## src/rtl/riscv_arb_pkg.sv

```systemverilog
// Shared types for the unified I/D memory arbiter.
package riscv_arb_pkg;

  typedef enum logic [1:0] {
    IDLE    = 2'd0,
    BUSY_IF = 2'd1,
    BUSY_DM = 2'd2
  } state_t;

  localparam int STREAK_W = 4;

endpackage

```

## src/rtl/riscv_arb_watchdog.sv

```systemverilog
// Busy-cycle watchdog: counts cycles spent in a transaction and flags the
// cycle in which the transaction has lasted TIMEOUT_CYCLES cycles.
module riscv_arb_watchdog #(
  parameter int TIMEOUT_CYCLES = 255
) (
  input  logic clock,
  input  logic reset,
  input  logic start,
  input  logic active,
  output logic timeout
);

  localparam int CNT_W = (TIMEOUT_CYCLES < 2) ? 1 : $clog2(TIMEOUT_CYCLES + 1);

  logic [CNT_W-1:0] cnt;

  // cnt holds the number of completed busy cycles; the current busy cycle
  // is the TIMEOUT_CYCLES-th one when cnt == TIMEOUT_CYCLES-1.
  assign timeout = active && (cnt == CNT_W'(TIMEOUT_CYCLES - 1));

  always_ff @(posedge clock or negedge reset) begin
    if (!reset)                 cnt <= '0;
    else if (start)             cnt <= '0;
    else if (active && !timeout) cnt <= cnt + CNT_W'(1);
  end

endmodule

```

## src/rtl/riscv_mem_arbiter.sv

```systemverilog
// Single-port memory arbiter between instruction fetch and the memory stage.
// Optional watchdog with sticky bus_error under RISCV_ARB_TIMEOUT_EN.
module riscv_mem_arbiter
  import riscv_arb_pkg::*;
#(
  parameter int ADDR_W         = 32,
  parameter int DATA_W         = 32,
  parameter int MEM_STREAK_MAX = 4,
  parameter int TIMEOUT_CYCLES = 255
) (
  input  logic              clock,
  input  logic              reset,
  input  logic              if_req,
  input  logic [ADDR_W-1:0] if_addr,
  output logic              if_ack,
  output logic [DATA_W-1:0] if_rdata,
  input  logic              dm_req,
  input  logic              dm_we,
  input  logic [ADDR_W-1:0] dm_addr,
  input  logic [DATA_W-1:0] dm_wdata,
  output logic              dm_ack,
  output logic [DATA_W-1:0] dm_rdata,
  output logic              mem_req,
  output logic              mem_we,
  output logic [ADDR_W-1:0] mem_addr,
  output logic [DATA_W-1:0] mem_wdata,
  input  logic              mem_ack,
  input  logic [DATA_W-1:0] mem_rdata,
  output logic              busy,
  output logic              bus_error
);

  state_t              state;
  logic [STREAK_W-1:0] streak;
  logic                if_elig, dm_elig;
  logic                grant_dm, grant_if;
  logic                wd_timeout;
  logic                finish;

  // A requester whose ack is out this cycle is finishing, not asking again.
  assign if_elig  = if_req && !if_ack;
  assign dm_elig  = dm_req && !dm_ack;
  assign grant_dm = dm_elig && !(if_elig && streak == STREAK_W'(MEM_STREAK_MAX));
  assign grant_if = if_elig && !grant_dm;
  assign busy     = (state != IDLE);
  assign finish   = busy && (mem_ack || wd_timeout);

`ifdef RISCV_ARB_TIMEOUT_EN
  riscv_arb_watchdog #(
    .TIMEOUT_CYCLES(TIMEOUT_CYCLES)
  ) u_watchdog (
    .clock   (clock),
    .reset   (reset),
    .start   (state == IDLE && (grant_dm || grant_if)),
    .active  (busy),
    .timeout (wd_timeout)
  );

  // A completion arriving in the timeout cycle is a normal completion.
  always_ff @(posedge clock or negedge reset) begin
    if (!reset)                          bus_error <= 1'b0;
    else if (busy && wd_timeout && !mem_ack) bus_error <= 1'b1;
  end
`else
  assign wd_timeout = 1'b0;
  assign bus_error  = 1'b0;
`endif

  always_ff @(posedge clock or negedge reset) begin
    if (!reset) begin
      state     <= IDLE;
      streak    <= '0;
      mem_req   <= 1'b0;
      mem_we    <= 1'b0;
      mem_addr  <= '0;
      mem_wdata <= '0;
      if_ack    <= 1'b0;
      dm_ack    <= 1'b0;
      if_rdata  <= '0;
      dm_rdata  <= '0;
    end else begin
      if_ack <= 1'b0;
      dm_ack <= 1'b0;
      case (state)
        IDLE: begin
          if (grant_dm) begin
            state     <= BUSY_DM;
            mem_req   <= 1'b1;
            mem_we    <= dm_we;
            mem_addr  <= dm_addr;
            mem_wdata <= dm_wdata;
            if (!if_elig)                                streak <= '0;
            else if (streak != STREAK_W'(MEM_STREAK_MAX)) streak <= streak + STREAK_W'(1);
          end else if (grant_if) begin
            state     <= BUSY_IF;
            mem_req   <= 1'b1;
            mem_we    <= 1'b0;
            mem_addr  <= if_addr;
            mem_wdata <= '0;
            streak    <= '0;
          end
        end
        BUSY_IF: begin
          if (finish) begin
            state    <= IDLE;
            mem_req  <= 1'b0;
            if_ack   <= 1'b1;
            if_rdata <= mem_ack ? mem_rdata : '0;
          end
        end
        BUSY_DM: begin
          if (finish) begin
            state    <= IDLE;
            mem_req  <= 1'b0;
            dm_ack   <= 1'b1;
            dm_rdata <= (mem_ack && !mem_we) ? mem_rdata : '0;
          end
        end
        default: state <= IDLE;
      endcase
    end
  end

endmodule
```

## config.mk

```make
export PLATFORM = sky130hd
export DESIGN_NAME = riscv_mem_arbiter
export DESIGN_NICKNAME = d
export VERILOG_FILES = /design/src/rtl/riscv_arb_pkg.sv /design/src/rtl/riscv_arb_watchdog.sv /design/src/rtl/riscv_mem_arbiter.sv
export SDC_FILE = /design/constraint.sdc
export NUM_CORES = 1
export LEC_CHECK = 0
export ABC_AREA = 0
export CORE_ASPECT_RATIO = 2
export CORE_MARGIN = 5
export CORE_UTILIZATION = 41
export CTS_CLUSTER_SIZE = 24
export DETAILED_ROUTE_END_ITERATION = 8
export GPL_TIMING_DRIVEN = 0
export PLACE_DENSITY_LB_ADDON = 0.05
export RECOVER_POWER = 50
export SLEW_MARGIN = 0
export SYNTH_ARGS = -nofsm -noshare
export SYNTH_HDL_FRONTEND = slang
export SYNTH_SLANG_ARGS = --single-unit
```

## constraint.sdc

```tcl
create_clock -name clock -period 1.9 [get_ports clock]
set_input_delay 0.285 -clock clock [delete_from_list [all_inputs] [get_ports clock]]
set_output_delay 0.285 -clock clock [all_outputs]
set_load 0.03 [all_outputs]
```

* Word-level counts from Yosys, hierarchy flattened
Index checks and enable logic that the tools add are counted.
Storage, ports and cells: register bits 138, bits in latches 0, RAM bits 0, ROM bits 0, bits of input ports 134, output and inout bits 134, logic and storage cells 64, memories 0
Operators by class: add/subtract/negate cells 1, multiply operators 0, div/mod/pow operators 0, $lt $le $gt $ge 0, equal/unequal tests 7, shift-type cells 0, muxes and demuxes 23, bitwise operators 0, reduce and logical (&&, ||, !) cells 23
Operators with widths (count):
- 32-bit two-way mux | 6
- 4-bit two-way mux | 4
- 1-bit two-way mux | 8
- 2-bit AND reduction | 4
- 1-bit logical AND | 7
- 2-bit two-way mux | 3
- 3-bit AND reduction | 2
- 2-bit nonzero test | 3
- 1-bit logical NOT | 5
- 4-bit by 1-bit adder with 4-bit output, second input constant | 1
- 4-bit by 3-bit == test with 1-bit output, second input constant | 1
- 4-bit by 3-bit inequality test with 1-bit output, second input constant | 1
- 2-bit case mux with 2 select lines | 1
- 3-bit by 2-bit inequality test with 1-bit output, second input constant | 1
- 3-bit inequality test, second input constant | 1
- 2-bit by 1-bit == test with 1-bit output, second input constant | 1
- 2-bit == test, second input constant | 1
- 2-bit logical NOT | 1
- 2-bit by 1-bit inequality test with 1-bit output, second input constant | 1
- 1-bit case mux with 2 select lines | 1
- 2-bit OR reduction | 1

* Logic depth before layout (Yosys ltp)
depth after elaboration 10, gate-level depth with buffers 8

* Worst setup path after synthesis
No wires, ideal clock.
path type register to register, from reg state[0], to reg mem_addr[10], library setup time 0.123 ns, data arrival time 1.498 ns, required time 1.777 ns, setup slack 0.279 ns, stages on the path, launching flop included 8, buffers on the path 2, clock period less this slack 1.621 ns, cells stage by stage dfrtp_1 -> inv_1 -> ha_1 -> nand2_1 -> or2_1 -> buf_6 -> buf_6 -> o221a_1
Between the ends: longest elaborated chain between the ends 2
RTL lines:
- from (decl) | line riscv_mem_arbiter.sv:33 | state_t state;
- from (signal assigned) | line riscv_mem_arbiter.sv:71 | state <= IDLE;
- from (signal assigned) | line riscv_mem_arbiter.sv:87 | state <= BUSY_DM;
- from (signal assigned) | line riscv_mem_arbiter.sv:95 | state <= BUSY_IF;
- 2-bit logical NOT | line riscv_mem_arbiter.sv:84 | case (state)
- 2-bit AND reduction (no source line)
- to (signal assigned) | line riscv_mem_arbiter.sv:90 | mem_addr <= dm_addr;
- to (signal assigned) | line riscv_mem_arbiter.sv:98 | mem_addr <= if_addr;
- to (decl) | line riscv_mem_arbiter.sv:25 | output logic [ADDR_W-1:0] mem_addr,
No other way between the ends. A chain may end at the register's enable or synchronous reset.

* Worst setup path after layout
from reg state[0], to out busy
Between the ends: longest elaborated chain between the ends 1
RTL lines:
- 2-bit nonzero test | line riscv_mem_arbiter.sv:45 | assign busy = (state != IDLE);
- to (decl) | line riscv_mem_arbiter.sv:29 | output logic busy,
No other way between the ends.

==> impl_results.rst <==
.. list-table::
   :header-rows: 1

   * - Metric
     - Value
   * - Share of Yosys cell area claimed by the top area cell type
     - between 60% and 70%
   * - Total CTS buffers
     - 17
   * - Detailed-route wire length
     - 17470 um
   * - Outcome
     - completed
   * - Cell Count Post-Placement
     - just under 900
   * - Maximum clock frequency
     - roughly 540 MHz
   * - Most frequent cell on the critical path
     - sky130_fd_sc_hd__inv_1
   * - Leftover overflow at the end of global routing
     - 0
   * - Kind of start point of the critical path
     - flop
   * - Later-pin clock latency in the skew report
     - ~410 ps
   * - Clock skew
     - ~12 ps
   * - Number of I/O port buffers
     - around 270
   * - XOR/XNOR share of the synthesized area
     - 0%
   * - Highest fanout seen on the critical path
     - 4
   * - Syn nets
     - roughly 590
   * - Cell count after synthesis
     - 448
   * - Number of cells traversed by the worst register-to-register path
     - 6
   * - Critical path required time
     - between 1500 and 2000 ps
   * - Setup_tns
     - 0 ps
   * - Fraction of final layout cells with drive strength greater than 1
     - between 10% and 20%
   * - Vias in the first global route
     - slightly above 5k
   * - Arr. time, crit path
     - roughly 1600 ps
   * - Simple-Gate Fraction of Synth Area
     - 10.37%
   * - Flops & latches, synth
     - about 140
   * - Final-layout fill cell count
     - around 1.0k
   * - Measured slew at the worst slew-check pin
     - ~980 ps
   * - Vert. Die Dim
     - 175.1 um
   * - Adder and majority gate portion of the synthesized area
     - around 1.6%
   * - Placer Congestion
     - approximately 0.78
   * - Element type at the critical path end
     - primary output
   * - Vias per cell
     - 5.187
   * - Global-route wire length before repair
     - about 27000 um
   * - Final HPWL from detailed placement
     - 13530 um
   * - Number of placement rows
     - 60
   * - Summed area of non-filler cells in the final layout
     - a little over 0.009 sq mm
   * - Power density over cell area
     - around 1800 mW/mm^2
   * - Cell accounting for the most synthesized area
     - sky130_fd_sc_hd__dfrtp_1
   * - Placeable core region
     - around 0.013 sq mm
   * - Kind of path behind the tightest hold check
     - in -> reg
   * - H-Tree Depth
     - 4
   * - Die area
     - ~0.016 sq mm
   * - Reg area
     - 0.003453 sq mm
   * - Cell with the largest stage delay on the worst path
     - sky130_fd_sc_hd__dfrtp_1
   * - Area taken by multi-input logic gates
     - approximately 0.0019 sq mm
   * - DRT Pass-1 Iters
     - 4
   * - Layout net count
     - around 900
   * - Delay of the slowest cell on the worst path
     - between 400 and 500 ps
   * - Final worst slack
     - roughly 46 ps
   * - Maximum buffer depth of the clock tree
     - 2
   * - Hold slack
     - between 400 and 500 ps
   * - Top-count cell post-synth
     - sky130_fd_sc_hd__dfrtp_1
   * - Via count
     - approximately 4.7k
   * - Headroom to the max-slew limit
     - about a third
   * - Hold Path Depth
     - 3
   * - Ant diodes
     - 0
   * - Series of cell instances along the critical path
     - inv_1 -> ha_1 -> inv_1 -> clkdlybuf4s18_2
   * - Antenna violations before repair
     - 0
   * - Post-synth cell types
     - 28
   * - Initial standard-cell utilization of the core
     - between 40% and 50%
   * - Starting DRT DRC Count
     - 170
   * - Number of design rule violations left after detail routing
     - 0
   * - Final routed wire length divided by cell count
     - a little under 20 um
   * - Count of pins over their slew limit
     - 0
   * - Worst Setup Path Type
     - reg -> out
   * - Cells taking the most area after synthesis
     - sky130_fd_sc_hd__dfrtp_1 (62%), sky130_fd_sc_hd__mux2_2 (6.7%), sky130_fd_sc_hd__o221a_1 (6.0%), sky130_fd_sc_hd__a22o_1 (5.5%), sky130_fd_sc_hd__nand2_1 (4.7%)
   * - Clock tree root driver cell
     - sky130_fd_sc_hd__clkbuf_16
   * - Residual antenna-violating net count after detailed routing
     - 0
   * - Final period util
     - roughly 98%
   * - Mux share of post-synthesis cell area
     - 6.652%
   * - Unrepaired setup endpoints after global routing
     - true
   * - Most used DFF post-synth
     - sky130_fd_sc_hd__dfrtp_1
   * - Clock tree from TritonCTS
     - yes
   * - Number of hold violations in the final report
     - 0
   * - Chip width
     - ~93 um
   * - Async set-reset flop share out of synthesis
     - 100.0%
   * - Count of flip-flops with a built-in enable after synthesis
     - 0
   * - Non-Filler Instances
     - roughly 900
   * - Max Cap Violations
     - 0
   * - Final number of setup-violating endpoints
     - 0
   * - Ys Warns
     - 0
   * - Layout Area Growth over Synthesis
     - 62.98%
   * - VDD IR-drop max
     - 0.001222 V
   * - Avg Inst Size Synth
     - around 12 sq um
   * - DP Worst Slack
     - -75.08 ps
   * - Post-synthesis sequential area ratio
     - 61.81%
   * - Largest net degree at the start of global routing
     - 72
   * - Share of the synthesized area in compound gates (AO/OA/AOI/OAI)
     - 15.99%
   * - Synth top cells by count
     - sky130_fd_sc_hd__dfrtp_1 (138), sky130_fd_sc_hd__nand2_1 (70), sky130_fd_sc_hd__a22o_1 (35), sky130_fd_sc_hd__nand2b_1 (35)
   * - Leakage power
     - roughly 4 nW
   * - TritonCTS sink count
     - about 140
   * - Dominant combinational cell family by area after synthesis
     - compound AO/OA/AOI/OAI gates
   * - I/O pin cnt
     - between 200 and 300
   * - Clock-pin slew reported for the worst setup and hold paths after clock tree synthesis
     - around 60 ps
   * - Area of placed instances
     - approximately 0.0085 sq mm
   * - Overall fraction of global-route tracks in use
     - 21.73%
   * - Cell Area, Synth
     - between 0.005 and 0.006 sq mm
   * - Final critical delay including setup and external delays
     - 1854 ps
==> critical path: cells and delay by family, from the launching register on <==
family / cells / cell delay [ps]
adder cells (fa/ha/maj): 1 / 230
buffers and inverters: 3 / 520
flip-flops: 1 / 420
==> logic make-up (layout without fill, tap and decap cells) <==
logic type,after synthesis,count (layout)
buf+inv,39,339
mux,33,33
other cells,1,1
compound gates,109,109
fa+ha+maj,7,7
simple gates,121,121
flops,138,138
==> placed cells by master, fill, tap and decap left out, types with 4 or more instances in the layout <==
cell type and instances:
sky130_fd_sc_hd__clkdlybuf4s50_1 224, sky130_fd_sc_hd__dfrtp_1 138, sky130_fd_sc_hd__nand2_1 70, sky130_fd_sc_hd__dlygate4sd3_1 41
sky130_fd_sc_hd__nand2b_1 35, sky130_fd_sc_hd__a22o_1 35, sky130_fd_sc_hd__o21ai_0 33, sky130_fd_sc_hd__mux2_2 33
sky130_fd_sc_hd__o221a_1 30, sky130_fd_sc_hd__clkbuf_16 17, sky130_fd_sc_hd__buf_2 12, sky130_fd_sc_hd__clkbuf_1 8
sky130_fd_sc_hd__inv_1 7, sky130_fd_sc_hd__ha_1 6, sky130_fd_sc_hd__clkbuf_2 5, sky130_fd_sc_hd__buf_6 4
sky130_fd_sc_hd__clkinv_4 4, sky130_fd_sc_hd__inv_6 4
==> worst paths after layout <==
kind / slack (ps) / endpoint / from
max: 50 / busy / state[0]
min: 450 / dm_rdata[13] / mem_rdata[13]
max reg2reg: 50 / if_rdata[29] / state[0]
min reg2reg: 480 / dm_rdata[0] / dm_rdata[0]
max in group asynchronous: 270 / mem_wdata[18] / reset
min in group asynchronous: 590 / mem_addr[18] / reset
==> flip-flops by register name, indices dropped and copies added, names as in the netlist <==
name / cells
dm_ack: 1
streak: 4
mem_req: 1
mem_we: 1
if_rdata: 32
mem_wdata: 32
state: 2
if_ack: 1
mem_addr: 32
dm_rdata: 32
==> through the flow <==
step                      utilization (%)  total power [mW]
after CTS                           67.77             16.96
after global routing                67.76             17.47
after global placement              62.83             13.22
after detailed placement            63.04             13.41
after floorplan                         -             9.670
final                               67.76             16.62
==> where the power goes <==
group / total, mW / internal [mW] / leakage, nW / switching [mW]
Combinational: 8.27 / 3.58 / 1.90 / 4.69
Sequential: 4.89 / 4.23 / 1.71 / 0.663
Clock: 3.46 / 2.13 / 0.304 / 1.33
==> layer usage <==
metal  global-route usage (%)  share of wire [%]  vias to the layer above
li1                         -                  -                     2166
met4                    10.61                4.1                        0
met5                        0                  0                        -
met2                    39.50                 54                      205
met1                    21.84                 34                     2272
met3                    6.937                7.2                       41
==> final cells by class <==
| type | instances | share of cell area, % |
|---|---|---|
| Buffer | 32 | 2.006 |
| Timing Repair Buffer | 268 | 29.49 |
| Sequential cell | 138 | 37.93 |
| Clock buffer | 18 | 4.823 |
| Multi-Input combinational cell | 271 | 21.31 |
| Clock inverter | 14 | 2.020 |
| Tap cell | 155 | 2.130 |
| Inverter | 7 | 0.2886 |
==> what timing repair did <==
item                       in CTS  in global routing
setup endpoints to repair       1                102
pin swaps                       0                  0
hold buffers                    1                  0
buffers inserted                0                  0
hold endpoints to repair       70                  0
resized for setup               3                 15
(Power assumes the default switching activity.)
